**src/rtl/regfile_scoreboard_pkg.sv**
```systemverilog
`default_nettype none
// +----------------------------------------------------------------------+
// | Module : regfile_scoreboard_pkg                                      |
// | Desc   : Shared widths and helpers for the scoreboarded register     |
// |          file and its per-register pending counters.                 |
// | Rev    : 1.0  initial release                                        |
// +----------------------------------------------------------------------+
package regfile_scoreboard_pkg;

  // Default datapath geometry of the instruction pipeline
  localparam int DEF_LEN_REG   = 16;
  localparam int DEF_LEN_REGNO = 3;
  localparam int DEF_LEN_PEND  = 2;

  // Largest count a pending counter of the given width can hold
  function automatic int pend_max(input int len);
    return (1 << len) - 1;
  endfunction

endpackage
`default_nettype wire

```
**src/rtl/regfile_pend_ctr.sv**
```systemverilog
`default_nettype none
// +----------------------------------------------------------------------+
// | Module : regfile_pend_ctr                                            |
// | Desc   : Saturating up/down count of writes in flight to one         |
// |          register, with sticky underflow flag. BYPASS masks busy     |
// |          while the last outstanding write is being retired.          |
// | Rev    : 1.0  initial release                                        |
// +----------------------------------------------------------------------+
module regfile_pend_ctr
  import regfile_scoreboard_pkg::*;
#(
  parameter int LEN_PEND = DEF_LEN_PEND,
  parameter bit BYPASS   = 1'b0
) (
  input  logic clk,
  input  logic rst,
  input  logic inc,
  input  logic dec,
  output logic busy,
  output logic pending,
  output logic full,
  output logic underflow
);

  localparam logic [LEN_PEND-1:0] PEND_MAX = LEN_PEND'(pend_max(LEN_PEND));
  localparam logic [LEN_PEND-1:0] PEND_ONE = LEN_PEND'(1);

  logic [LEN_PEND-1:0] count;

  // Count issues up and writebacks down; a writeback with nothing pending flags underflow
  always_ff @(posedge clk) begin
    if (rst) begin
      count     <= '0;
      underflow <= 1'b0;
    end else begin
      if (dec && count == '0) begin
        underflow <= 1'b1;
      end
      if (inc && !dec && count != PEND_MAX) begin
        count <= count + PEND_ONE;
      end else if (dec && !inc && count != '0) begin
        count <= count - PEND_ONE;
      end
    end
  end

  assign pending = (count != '0);
  assign full    = (count == PEND_MAX);
  // With bypass, the retiring writeback's data is forwarded, so the register is free this cycle
  assign busy    = pending && !(BYPASS && dec && count == PEND_ONE);

endmodule
`default_nettype wire

```
**src/rtl/regfile_scoreboard.sv**
```systemverilog
`default_nettype none
// +----------------------------------------------------------------------+
// | Module : regfile_scoreboard                                          |
// | Desc   : General-register file with per-register pending-write       |
// |          scoreboard. Supplies operands, stalls decode on RAW or a    |
// |          saturated destination, retires writebacks.                  |
// |          REGFILE_BYPASS_EN : forward writeback data to operand reads |
// |          when it retires the last outstanding write.                 |
// | Rev    : 1.0  initial release                                        |
// +----------------------------------------------------------------------+
module regfile_scoreboard
  import regfile_scoreboard_pkg::*;
#(
  parameter int LEN_REG   = DEF_LEN_REG,
  parameter int LEN_REGNO = DEF_LEN_REGNO,
  parameter int LEN_PEND  = DEF_LEN_PEND,
  parameter int R0_ZERO   = 0
) (
  input  logic                 clk,
  input  logic                 rst,
  input  logic [LEN_REGNO-1:0] rd_regno_i,
  input  logic [LEN_REGNO-1:0] rs_regno_i,
  input  logic                 rd_src_i,
  input  logic                 rs_src_i,
  input  logic                 issue_valid_i,
  input  logic                 issue_writes_i,
  input  logic                 issue_stall_i,
  output logic [LEN_REG-1:0]   rd_data_o,
  output logic [LEN_REG-1:0]   rs_data_o,
  output logic                 hazard_o,
  input  logic                 wb_valid_i,
  input  logic [LEN_REGNO-1:0] wb_regno_i,
  input  logic [LEN_REG-1:0]   wb_data_i,
  output logic                 reserved_o,
  output logic                 err_o
);

  localparam int NUM_REGS = 2 ** LEN_REGNO;

`ifdef REGFILE_BYPASS_EN
  localparam bit BYPASS = 1'b1;
`else
  localparam bit BYPASS = 1'b0;
`endif

  logic [LEN_REG-1:0]  regs [NUM_REGS];
  logic [NUM_REGS-1:0] inc;
  logic [NUM_REGS-1:0] dec;
  logic [NUM_REGS-1:0] busy;
  logic [NUM_REGS-1:0] pending;
  logic [NUM_REGS-1:0] full;
  logic [NUM_REGS-1:0] underflow;
  logic [NUM_REGS-1:0] byp_hit;
  logic                fire;
  logic                src_busy;
  logic                dst_full;

  assign src_busy = (rd_src_i && busy[rd_regno_i]) || (rs_src_i && busy[rs_regno_i]);
  assign dst_full = issue_writes_i && full[rd_regno_i];
  assign hazard_o = issue_valid_i && (src_busy || dst_full);
  assign fire     = issue_valid_i && !hazard_o && !issue_stall_i;

  generate
    for (genvar i = 0; i < NUM_REGS; i++) begin : g_reg
      // A hard-wired zero register is never reserved nor retired
      localparam bit IS_ZERO = (R0_ZERO != 0) && (i == 0);

      assign inc[i] = fire && issue_writes_i && (rd_regno_i == LEN_REGNO'(i)) && !IS_ZERO;
      assign dec[i] = wb_valid_i && (wb_regno_i == LEN_REGNO'(i)) && !IS_ZERO;

      regfile_pend_ctr #(
        .LEN_PEND (LEN_PEND),
        .BYPASS   (BYPASS)
      ) u_pend (
        .clk       (clk),
        .rst       (rst),
        .inc       (inc[i]),
        .dec       (dec[i]),
        .busy      (busy[i]),
        .pending   (pending[i]),
        .full      (full[i]),
        .underflow (underflow[i])
      );

      // Busy masked while still pending only happens on a bypassed retirement
      assign byp_hit[i] = pending[i] && !busy[i];
    end
  endgenerate

  assign reserved_o = |pending;
  assign err_o      = |underflow;

  // Retire writeback data into the array; register 0 ignores writes when hard-wired
  always_ff @(posedge clk) begin
    if (rst) begin
      for (int k = 0; k < NUM_REGS; k++) begin
        regs[k] <= '0;
      end
    end else if (wb_valid_i && !((R0_ZERO != 0) && wb_regno_i == '0)) begin
      regs[wb_regno_i] <= wb_data_i;
    end
  end

  // Operand muxes: array contents, forwarded writeback, or hard zero
  always_comb begin
    rd_data_o = regs[rd_regno_i];
    rs_data_o = regs[rs_regno_i];
    if (byp_hit[rd_regno_i]) rd_data_o = wb_data_i;
    if (byp_hit[rs_regno_i]) rs_data_o = wb_data_i;
    if ((R0_ZERO != 0) && rd_regno_i == '0) rd_data_o = '0;
    if ((R0_ZERO != 0) && rs_regno_i == '0) rs_data_o = '0;
  end

endmodule
`default_nettype wire

```
**config.mk**
```make
export PLATFORM = sky130hd
export DESIGN_NAME = regfile_scoreboard
export DESIGN_NICKNAME = d
export VERILOG_FILES = /design/src/rtl/regfile_scoreboard_pkg.sv /design/src/rtl/regfile_pend_ctr.sv /design/src/rtl/regfile_scoreboard.sv
export SDC_FILE = /design/constraint.sdc
export NUM_CORES = 1
export LEC_CHECK = 0
export BUFFER_PORTS_ARGS = -buffer_cell sky130_fd_sc_hd__buf_2
export CAP_MARGIN = 20
export CORE_ASPECT_RATIO = 1.75
export CORE_MARGIN = 2
export CORE_UTILIZATION = 50
export CTS_CLUSTER_SIZE = 30
export DETAILED_ROUTE_END_ITERATION = 8
export PLACE_DENSITY = 0.71
export SKIP_CTS_REPAIR_TIMING = 1
export SYNTH_ARGS = -nofsm -noshare
export SYNTH_HDL_FRONTEND = slang
export SYNTH_SLANG_ARGS = --single-unit
```
**constraint.sdc**
```tcl
create_clock -name clk -period 2 [get_ports clk]
set_input_delay 0.2 -clock clk [delete_from_list [all_inputs] [get_ports clk]]
set_output_delay 0.2 -clock clk [all_outputs]
set_load 0.02 [all_outputs]
```
* After elaboration in Yosys (flattened, before gate mapping)
Memory sizes are Yosys's and may differ from the RTL's.
Index checks and enable logic that the tools add are counted.
** Operators by class
- Muxes and demuxes :: 34
- Shift-type cells :: 0
- Equal/unequal tests :: 30
- Divide/modulo/power cells :: 0
- Add/sub/neg operators :: 16
- Bitwise gates (word level) :: 0
- Multipliers :: 0
- Reduce and logical (&&, ||, !) cells :: 112
- $lt $le $gt $ge :: 2
** Operators by type and width (count)
- 1-bit logical AND :: 63
- 16-bit two-way mux :: 3
- 2-bit two-way mux :: 16
- 2-bit nonzero test :: 16
- 3-bit equality test (second input constant) :: 8
- 1-bit logical NOT :: 18
- 2-bit by 1-bit adder with 2-bit output (second input constant) :: 8
- 2-bit equality test (second input constant) :: 8
- 2-bit logical NOT :: 8
- 2-bit != test (second input constant) :: 8
- 16-bit OR reduction :: 1
- 8-bit OR reduction :: 2
- 2-bit by 1-bit subtractor with 2-bit output (second input constant) :: 8
- 3-bit by 2-bit equality test with 1-bit output (second input constant) :: 4
- 1-bit two-way mux :: 11
- 1-bit binary-select mux with 3-bit select :: 3
- 3-bit by 4-bit less-than comparator with 1-bit output (second input constant) :: 2
- 3-bit by 1-bit equality test with 1-bit output (second input constant) :: 2
- 3-bit logical NOT :: 2
- 3-bit two-way mux :: 1
- 1-bit logical OR :: 2
** Storage, ports and cells
- Memories kept :: 3
- Memory bits (writable) :: 128
- Bits in latches :: 0
- Flip-flop bits (word level) :: 24
- Word-level logic and storage cells :: 213
- Output and inout bits :: 35
- Memory bits (read-only) :: 16
** Memory list
- regs :: depth 8, width 16, read ports 2, clocked after Yosys merged registers in 0, wr ports 8, RTL line regfile_scoreboard.sv:46 : logic [LEN_REG-1:0] regs [NUM_REGS];
- (no name shown) :: depth 8, width 1, read ports 1, clocked after Yosys merged registers in 0, wr ports 0, RTL line regfile_scoreboard.sv:108 : if (byp_hit[rd_regno_i]) rd_data_o = wb_data_i;
- (no name shown) :: depth 8, width 1, read ports 1, clocked after Yosys merged registers in 0, wr ports 0, RTL line regfile_scoreboard.sv:109 : if (byp_hit[rs_regno_i]) rs_data_o = wb_data_i;

* Logic depth before layout (Yosys ltp)
Gate-level depths: netlist of the first run.
- Word-level depth :: 17
- Gate-level depth with buffers :: 8
- Mapped depth without buffers :: 6

* By module
From an unflattened synthesis of the first run, not the netlist that was laid out.
** Second synthesis, totals
- Cell total of the unflattened synthesis :: 730
- Area, all modules :: 8953.6 µm²
** Modules (own cells, without submodules)
- regfile_scoreboard :: area each 7682.4 µm², sequential area each 3843.7 µm², cells each 570, instances 1
- regfile_pend_ctr :: area each 158.9 µm², sequential area each 60.1 µm², cells each 20, instances 8

* Worst setup path after synthesis of the first run
No wires, ideal clock.
- Path type :: reg2reg
- From :: register g_reg[4].u_pend.count[1]
- To :: register g_reg[2].u_pend.count[1]
- Required time :: 1.900 ns
- Data arrival time :: 1.904 ns
- Path buffers :: 1
- Period minus slack after synthesis :: 2.003 ns
- Slack :: -0.003 ns
- Setup time :: 0.100 ns
- Cell stages (with the launch flop) :: 8
- Path through :: dfxtp_1 -> buf_6 -> and3b_1 -> a311o_2 -> a221oi_4 -> nand4_2 -> a21boi_4 -> a2111oi_4
** On the way
- Longest elaborated chain between the ends :: 16
- Elaborated cells between the ends (all ways) :: 26
** Ends and longest elaborated chain
- from (decl) :: RTL line regfile_pend_ctr.sv:28 : logic [LEN_PEND-1:0] count;
- from (signal assigned) :: RTL line regfile_pend_ctr.sv:40 : count <= count + PEND_ONE;
- from (signal assigned) :: RTL line regfile_pend_ctr.sv:42 : count <= count - PEND_ONE;
- 2-bit nonzero test :: RTL line regfile_pend_ctr.sv:47 : assign pending = (count != '0);
- 1-bit binary-select mux with 3-bit select :: RTL line regfile_scoreboard.sv:58 : assign src_busy = (rd_src_i && busy[rd_regno_i]) || (rs_src_i && busy[rs_regno_i]);
- 1-bit two-way mux (implied by the code) :: RTL line regfile_scoreboard.sv:58
- 1-bit logical AND :: RTL line regfile_scoreboard.sv:58
- 1-bit logical OR :: RTL line regfile_scoreboard.sv:58
- 1-bit logical OR * :: RTL line regfile_scoreboard.sv:60 : assign hazard_o = issue_valid_i && (src_busy || dst_full);
- 1-bit logical AND * :: RTL line regfile_scoreboard.sv:60
- 1-bit logical NOT * :: RTL line regfile_scoreboard.sv:61 : assign fire = issue_valid_i && !hazard_o && !issue_stall_i;
- 1-bit logical AND * (2 in a row) :: RTL line regfile_scoreboard.sv:61
- 1-bit logical AND * (2 in a row) :: RTL line regfile_scoreboard.sv:68 : assign inc[i] = fire && issue_writes_i && (rd_regno_i == LEN_REGNO'(i)) && !IS_ZERO;
- 1-bit logical NOT :: RTL line regfile_pend_ctr.sv:41 : end else if (dec && !inc && count != '0) begin
- 1-bit logical AND (2 in a row) :: RTL line regfile_pend_ctr.sv:41
- 2-bit nonzero test (no line)
- to (signal assigned) :: RTL line regfile_pend_ctr.sv:40
- to (signal assigned) :: RTL line regfile_pend_ctr.sv:42
- to (decl) :: RTL line regfile_pend_ctr.sv:28
Mark *: on every way between the ends. The rest lies on a longest branch, timed or not. The select of a mux whose other input is x is not followed.
A chain may end at the register's enable or synchronous reset.

* Worst setup path after layout of the first run
- From :: register g_reg[2].u_pend.count[1]
- To :: output hazard_o
** On the way
- Longest elaborated chain between the ends :: 7
- Elaborated cells between the ends (all ways) :: 14
** Ends and longest elaborated chain
- 2-bit nonzero test :: RTL line regfile_pend_ctr.sv:47
- 1-bit binary-select mux with 3-bit select :: RTL line regfile_scoreboard.sv:58
- 1-bit two-way mux (implied by the code) :: RTL line regfile_scoreboard.sv:58
- 1-bit logical AND :: RTL line regfile_scoreboard.sv:58
- 1-bit logical OR :: RTL line regfile_scoreboard.sv:58
- 1-bit logical OR * :: RTL line regfile_scoreboard.sv:60
- 1-bit logical AND * :: RTL line regfile_scoreboard.sv:60
- to (decl) :: RTL line regfile_scoreboard.sv:30 : output logic hazard_o,
Marked as above.

==> impl_metrics.py, run 1 <==
metrics = {
    "clocking": {
        "cts_root_buffer": "clkbuf_16",
        "cts.sinks": 152,
        "clk_pin_slew_ps": 60,
        "ctsLongestPathBuffers": 2,
        "cts_made_buffers": 17,
        "insertion_delay_ps": 430,
        "cts_tree": "yes",
        "htreeDepth": 4,
    },
    "timing": {
        "whs_ps": 131,
        "period_share": 1.11,
        "post-route-min-period_ps": 2210,
        "fmax_mhz": 452,
        "fin_skew_ps": 8.27,
        "tightest_slew_ps": 581,
        "fin_ws_ps": -214,
        "slew_headroom": 0.613,
        "final_hold_viol_count": 0,
        "slew_violations": 0,
        "final.setup.tns_ps": -1130,
        "rsz0062_at_grt": "true",
        "setup_viol": 13,
    },
    "synthesis": {
        "yosysWarnings": 0,
        "ys_top_cells_by_count": "and2_1, edfxtp_1, mux4_2",
        "ys_seq_elements": 152,
        "syn_area_per_cell_um2": 13.5,
        "synth_top_family_by_area": "multiplexers",
        "syn-instance-count": 630,
        "syn_area_um2": 8520,
        "synth_top_area_share": 0.451,
        "ys_types": 61,
        "synth-compound-area-share": 0.0592,
        "synth_mux_area_frac": 0.214,
        "yosys.area.top_type": "edfxtp_1",
        "postSynthNetCount": 663,
        "synth_edf_count": 128,
        "ys_async_sr_fraction": 0,
        "synth_fa_ha_area_frac": 0,
        "synth-main-ff-cell": "edfxtp_1",
        "synth-simple-area-share": 0.188,
        "synth_most_common_cell": "and2_1",
        "synth.area.top_cells": "edfxtp_1, mux4_2, and2_1, dfxtp_1, mux2_2",
        "synth_xor_area_frac": 0.00617,
        "yosysSeqAreaShare": 0.508,
    },
    "detailed_routing": {
        "drtIter0Drc": 342,
        "wl_per_cell_um": 23.4,
        "drc_errors": 0,
        "wl_mm": 23.4,
        "viasPerCell": 6.00,
        "dr.pass1.iters": 5,
        "vias": 6011,
        "ant_nets": 0,
    },
    "run": {
        "maxCapViolCount": 0,
    },
    "floorplanning": {
        "die_w_um": 103,
        "dieHeight_um": 177,
        "ioPinCount": 68,
        "start_util": 0.507,
        "coreArea_um2": 16800,
        "rows": 63,
        "die-area_um2": 18100,
    },
    "global_routing": {
        "grt_pass1_wl_mm": 35.2,
        "grt_antenna_before_repair": 0,
        "grt_pass1_vias": 6506,
        "grt_usage": 0.272,
        "grt_max_degree": 34,
        "gr-total-overflow": 0,
    },
    "placement": {
        "portBuffers": 67,
        "hpwl_mm": 16.2,
        "dp_cells": 962,
        "dp_slack_ps": -171,
        "gp_congestion": 0.977,
    },
    "layout": {
        "diodes": 0,
        "nets": 795,
        "fillers": 1281,
        "synthToLayoutAreaGrowth_pct": 24.8,
        "final_cells": 1002,
        "layout-drive-gt1-share": 0.431,
        "fin_util": 0.633,
    },
    "worst_setup_path": {
        "critical_path_class": "reg2out",
        "crit_required_ps": 1800,
        "cp-end-kind": "primary output",
        "cp-start-kind": "flop",
        "crit_fanout": 3,
        "cp.arrival_ps": 2010,
    },
    "run_status": {
        "status": "finished with violations",
        "violations": "negative setup slack",
    },
    "power": {
        "p_leak_nw": 3.87,
        "vdd_drop_max_mv": 0.687,
        "power_density_nw_per_um2": 777,
    },
    "min_path": {
        "hold_path_class": "in2reg",
    },
}
[worst max-delay path: stages (launching register included)]
cell and delay (ps):
dfxtp_2 330, nor4b_2 300, a31oi_2 100, a32oi_4 330, buf_6 150, nand2_1 50
o21a_1 160, buf_2 150
[final timing paths]
path                                                start                         to  slack (ps)  cells after the start
worst min register to register  g_reg[3].u_pend.underflow  g_reg[3].u_pend.underflow         480                      2
worst min-delay path                         wb_data_i[9]                 regs[0][9]         130                      2
worst max register to register   g_reg[4].u_pend.count[0]   g_reg[5].u_pend.count[1]        -120                      6
worst max-delay path             g_reg[2].u_pend.count[1]                   hazard_o        -210                      7
[layer usage]
metal,vias to the layer above,wire (um),global-route usage
li1,2677,-,-
met1,3039,7720,0.275
met2,232,13400,0.503
met3,63,1100,0.0517
met4,0,1210,0.154
met5,-,0,0
[kinds of logic (layout without fill, tap and decap cells)]
group                     Yosys count  after routing
xor gates and xnor gates            6              6
muxes                              98             98
and+or+nand+nor                   270            270
DFF                               152            152
buffers and inverters              50            195
AOI/OAI and AO/OA                  54             54
[area by class of cell]
class / instances / area [um2] / share of cell area
inverters: 11 / 41.3 / 0.00388
clock buffers: 18 / 429 / 0.0404
repair buffers: 152 / 1180 / 0.111
well taps: 227 / 284 / 0.0267
multi-input cells: 428 / 4190 / 0.394
flip-flops and latches: 152 / 4340 / 0.408
clock inverters: 14 / 173 / 0.0162
[state kept, by name, summed over array words and instances, names as in the netlist]
register and cells:
g.u_pend.count 16, regs 128, g.u_pend.underflow 8
[through the flow]
step | instance area, um2 | power, mW
after global routing | 10600 | 8.50
after CTS | 10300 | 8.23
final | 10600 | 8.26
after global placement | 9710 | 4.93
after detailed placement | 9710 | 4.98
after floorplan | 8520 | 4.50
[where the power goes]
group / switching, mW / internal [mW]
registers: 0.0894 / 3.62
logic: 0.663 / 0.605
clock network: 1.32 / 1.97
total: 2.07 / 6.19
[placed cells by master (no fill, tap or decap), types with 12 or more instances in the layout]
cell type,instances
buf_12,12
dfxtp_1,16
nand2_1,25
and2_1,131
clkbuf_16,17
nor2_1,26
edfxtp_1,128
mux2_2,27
mux4_2,64
nand2b_1,15
buf_2,62
buf_4,67
Note: power is estimated with default switching activity, not from simulation.
==> inputs of run 2 (changes only) <==
RECOVER_POWER = 100   (was default)
SETUP_SLACK_MARGIN = 0.05   (was default)
TNS_END_PERCENT = 1   (was default)
==> run 2 against run 1 <==
The flow still finishes with violations (negative setup slack). Core utilization fell by 1.5 points. Cell area fell by 2.3%. Wire length rose by 0.58%. Worst hold slack got worse by 1.6 ps. Clock power fell by 6.4%. Worst setup slack improved by 17 ps. Largest power group unchanged.
==> impl_metrics.py, run 2 (synthesized netlist as in run 1, its figures left out) <==
metrics = {
    "clocking": {
        "cts.sinks": 152,
        "htreeDepth": 4,
        "ctsLongestPathBuffers": 2,
        "clk_pin_slew_ps": 70,
        "cts_tree": "yes",
        "cts_root_buffer": "clkbuf_16",
        "insertion_delay_ps": 430,
        "cts_made_buffers": 17,
    },
    "worst_setup_path": {
        "critical_path_class": "reg2out",
        "r2r_slack_ps": -200,
        "reg2reg_from": "g_reg[4].u_pend.count[1]",
        "cp-end-kind": "primary output",
        "crit_required_ps": 1800,
        "cpPeakStageDelay_ps": 420,
        "r2r_end": "g_reg[4].u_pend.count[0]",
        "crit_buf_inv": 1,
        "critical-path-top-delay-family": "compound AO/OA/AOI/OAI gates",
        "cp-start-kind": "flop",
        "crit_fanout": 3,
        "cp.arrival_ps": 2000,
        "crit_path_cell_trace": "and3b_1 -> a311o_2 -> a22o_4 -> o21a_1 -> buf_6",
        "cp_slowest_cell": "a311o_2",
        "r2r_cells": 7,
    },
    "global_routing": {
        "grt_antenna_before_repair": 1,
        "gr-total-overflow": 0,
        "grt_pass1_vias": 6487,
        "grt_pass1_wl_mm": 35.1,
        "grt_max_degree": 35,
        "grt_usage": 0.270,
    },
    "layout": {
        "layout_commonest_cell": "edfxtp_1",
        "final_area_um2": 10400,
        "layout-drive-gt1-share": 0.398,
        "layout_common_cells": "edfxtp_1, and2_1, mux4_2",
        "seq_area_um2": 4330,
        "largest_register": "regs",
        "largest_register_ffs": 128,
        "fillers": 1302,
        "multi_input_comb_area_um2": 4180,
        "synthToLayoutAreaGrowth_pct": 21.9,
        "top_regs": "regs: 128 flops, g.u_pend.count: 16 flops, g.u_pend.underflow: 8 flops",
        "diodes": 0,
        "final_cells": 996,
        "nets": 789,
    },
    "placement": {
        "portBuffers": 67,
        "hpwl_mm": 15.9,
        "gp_congestion": 0.940,
        "placed_area_um2": 9550,
        "dp_cells": 951,
    },
    "min_path": {
        "min-delay-start": "wb_data_i[3]",
        "hold_path_end": "regs[5][3]",
        "hold_path_class": "in2reg",
        "worstHoldPathCells": 2,
    },
    "run_status": {
        "violations": "negative setup slack",
        "status": "finished with violations",
    },
    "timing": {
        "setup_viol": 18,
        "period_share": 1.10,
        "fin_skew_ps": 5.89,
        "fin_ws_ps": -198,
        "fmax_mhz": 455,
        "slew_headroom": 0.345,
        "post-route-min-period_ps": 2200,
        "slew_violations": 0,
        "rsz0062_at_grt": "true",
        "final_hold_viol_count": 0,
        "tightest_slew_ps": 982,
    },
    "floorplanning": {
        "die-area_um2": 18100,
        "die_w_um": 103,
        "dieHeight_um": 177,
        "start_util": 0.507,
        "ioPinCount": 68,
        "rows": 63,
        "coreArea_um2": 16800,
    },
    "detailed_routing": {
        "viasPerCell": 6.07,
        "vias": 6048,
        "dr.pass1.iters": 6,
        "ant_nets": 0,
        "wl_mm": 23.6,
        "drc_errors": 0,
        "wl_per_cell_um": 23.6,
        "drtIter0Drc": 410,
    },
    "power": {
        "power_density_nw_per_um2": 776,
        "vdd_drop_max_mv": 0.562,
        "p_total_mw": 8.06,
        "p_leak_nw": 3.70,
    },
    "run": {
        "maxCapViolCount": 0,
    },
}
## run 2: how the worst max path moves through the flow
stage                             start                        to  cells after the start
3_5_place_dp              rd_regno_i[1]  g_reg[5].u_pend.count[0]                      7
3_3_place_gp              rd_regno_i[1]  g_reg[4].u_pend.count[0]                      7
5_1_grt        g_reg[4].u_pend.count[1]  g_reg[4].u_pend.count[0]                      7
6_report       g_reg[4].u_pend.count[1]                  hazard_o                      5
2_1_floorplan  g_reg[4].u_pend.count[1]  g_reg[1].u_pend.count[1]                      7
4_1_cts        g_reg[5].u_pend.count[1]                  hazard_o                      6
## run 2: routing by layer
layer | global-route usage | vias to the layer above | routed length (um)
met5 | 0 | - | 11
met4 | 0.170 | 2 | 1300
met3 | 0.0454 | 81 | 1410
met2 | 0.488 | 297 | 13100
met1 | 0.281 | 3000 | 7690
li1 | - | 2668 | -
## run 2: power by group
| group | switching (mW) | total, mW | internal [mW] | leakage [nW] |
|---|---|---|---|---|
| Combinational | 0.661 | 1.26 | 0.600 | 2.00 |
| Clock | 1.35 | 3.08 | 1.73 | 0.267 |
| Sequential | 0.0914 | 3.71 | 3.62 | 1.43 |
## run 2: cell type report
type                    instances  share of cell area
flip-flops and latches        152               0.417
multi-input cells             428               0.403
repair buffers                146              0.0941
clock buffers                  17              0.0410
well taps                     227              0.0273
clock inverters                15              0.0139
inverters                      11             0.00398
## run 2: per-stage QoR
step	worst slack, ps	hold WS [ps]	TNS, ps	utilization
after floorplan	36.7	398	0	-
after global placement	-61.0	458	-422	0.569
after detailed placement	-142	464	-1370	0.569
after CTS	-532	117	-1300	0.603
after global routing	-243	142	-3630	0.619
final	-198	130	-1950	0.619
==> inputs of run 3 (changes only) <==
CTS_CLUSTER_SIZE = 14   (was 30)
PLACE_DENSITY = 0.79   (was 0.71)
==> run 3 against run 2 <==
The run still ends with negative setup slack left. Worst setup slack got worse by 10 ps. Critical path depth rose by 2. Register-to-register slack improved by 60 ps. Clock skew barely moved. Die area did not move. Sequential share of layout area fell by 1.8 points. Count of clock-buffer cells in the layout rose by 2. Fmax fell by 0.47%.
==> impl_metrics.py, run 3 (synthesized netlist as in run 1, its figures left out) <==
metrics = {
    "timing": {
        "fmax_mhz": 453,
        "setup_viol": 16,
        "post-route-min-period_ps": 2210,
        "tightest_slew_ps": 560,
        "slew_violations": 0,
        "period_share": 1.10,
        "slew_headroom": 0.627,
        "final_hold_viol_count": 0,
        "fin_ws_ps": -208,
        "rsz0062_at_grt": "true",
        "final.setup.tns_ps": -1260,
        "fin_skew_ps": 5.62,
    },
    "global_routing": {
        "gr-total-overflow": 0,
        "grt_usage": 0.279,
        "grt_max_degree": 33,
        "grt_pass1_wl_mm": 36.1,
        "grt_antenna_before_repair": 1,
        "grt_pass1_vias": 6580,
    },
    "detailed_routing": {
        "wl_per_cell_um": 24.1,
        "wl_mm": 24.4,
        "drtIter0Drc": 479,
        "vias": 6189,
        "drc_errors": 0,
        "viasPerCell": 6.10,
        "ant_nets": 0,
        "dr.pass1.iters": 7,
    },
    "placement": {
        "hpwl_mm": 16.4,
        "gp_congestion": 0.914,
        "portBuffers": 67,
        "dp_cells": 967,
        "placed_area_um2": 9730,
    },
    "floorplanning": {
        "coreArea_um2": 16800,
        "start_util": 0.507,
        "ioPinCount": 68,
        "die-area_um2": 18100,
        "rows": 63,
        "die_w_um": 103,
        "dieHeight_um": 177,
    },
    "layout": {
        "layout_common_cells": "and2_1, edfxtp_1, buf_4",
        "largest_register": "regs",
        "top_regs": "regs: 128 flops, g.u_pend.count: 16 flops, g.u_pend.underflow: 8 flops",
        "synthToLayoutAreaGrowth_pct": 27.5,
        "final_area_um2": 10900,
        "final_cells": 1014,
        "layout_commonest_cell": "and2_1",
        "nets": 805,
        "largest_register_ffs": 128,
        "layout-drive-gt1-share": 0.428,
    },
    "clocking": {
        "cts.sinks": 152,
        "cts_tree": "yes",
        "cts_made_buffers": 17,
        "clk_pin_slew_ps": 60,
        "insertion_delay_ps": 420,
        "htreeDepth": 4,
        "cts_root_buffer": "clkbuf_16",
        "ctsLongestPathBuffers": 2,
    },
    "power": {
        "vdd_drop_max_mv": 0.601,
        "p_total_mw": 8.27,
        "p_leak_nw": 3.99,
        "power_density_nw_per_um2": 761,
    },
    "run": {
        "maxCapViolCount": 0,
    },
    "worst_setup_path": {
        "cp.arrival_ps": 2010,
        "crit_fanout": 5,
        "cp-end-kind": "primary output",
        "crit_required_ps": 1800,
        "cp-start-kind": "flop",
        "critical_path_class": "reg2out",
    },
    "run_status": {
        "status": "finished with violations",
        "violations": "negative setup slack",
    },
    "min_path": {
        "hold_path_class": "in2reg",
    },
}
## run 3: cell types whose count changed in the layout (fill, tap and decap cells not counted), sizes merged
cell	delta
clkinv	-1
diode	+2
inv	-1
clkinvlp	-1
clkbuf	-19
buf	+37
bufinv	+1
## run 3: report_power, final
part	internal, mW	switching [mW]	leakage (nW)	total (mW)
Combinational	0.711	0.690	2.29	1.40
Clock	1.85	1.29	0.272	3.14
Sequential	3.62	0.106	1.43	3.73
## run 3: worst paths after layout
| path | startpoint | endpoint | slack [ps] | cells after the start |
|---|---|---|---|---|
| worst max-delay path | g_reg[1].u_pend.count[1] | hazard_o | -210 | 7 |
| worst min-delay path | rst | g_reg[4].u_pend.count[0] | 120 | 2 |
| worst max register to register | g_reg[1].u_pend.count[1] | g_reg[1].u_pend.count[1] | -140 | 9 |
| worst min register to register | g_reg[1].u_pend.underflow | g_reg[1].u_pend.underflow | 470 | 2 |
## run 3: area by class of cell
type                            instances  area (um2)
Inverter                               11        41.3
Sequential cell                       152        4330
Timing Repair Buffer                  162        1380
Tap cell                              227         284
Fill cell                            1223        5930
Antenna cell                            2        5.00
Multi-Input combinational cell        428        4240
Clock buffer                           19         433
Clock inverter                         13         145
## run 3: per-stage QoR
stage	util	hold WS, ps	setup WS [ps]
floorplan	-	398	36.7
global placement	0.580	453	-238
detailed placement	0.580	465	-248
CTS	0.614	114	-484
global route	0.647	127	-246
finish	0.647	123	-208
## run 3: per-layer routing
metal,share of wire,global-route usage,vias to the layer above,wire [um]
met2,0.57,0.509,313,14000
met5,0,0,-,0
met4,0.052,0.171,0,1260
li1,-,-,2707,-
met1,0.31,0.284,3091,7640
met3,0.064,0.0513,78,1560
## run 3: worst max-delay path: stages (launching register included)
cell	delay, ps
dfxtp_2	360
nor3b_2	280
o21ai_2	130
a32oi_4	310
buf_6	150
nand2_1	40
o21a_1	190
buf_6	130
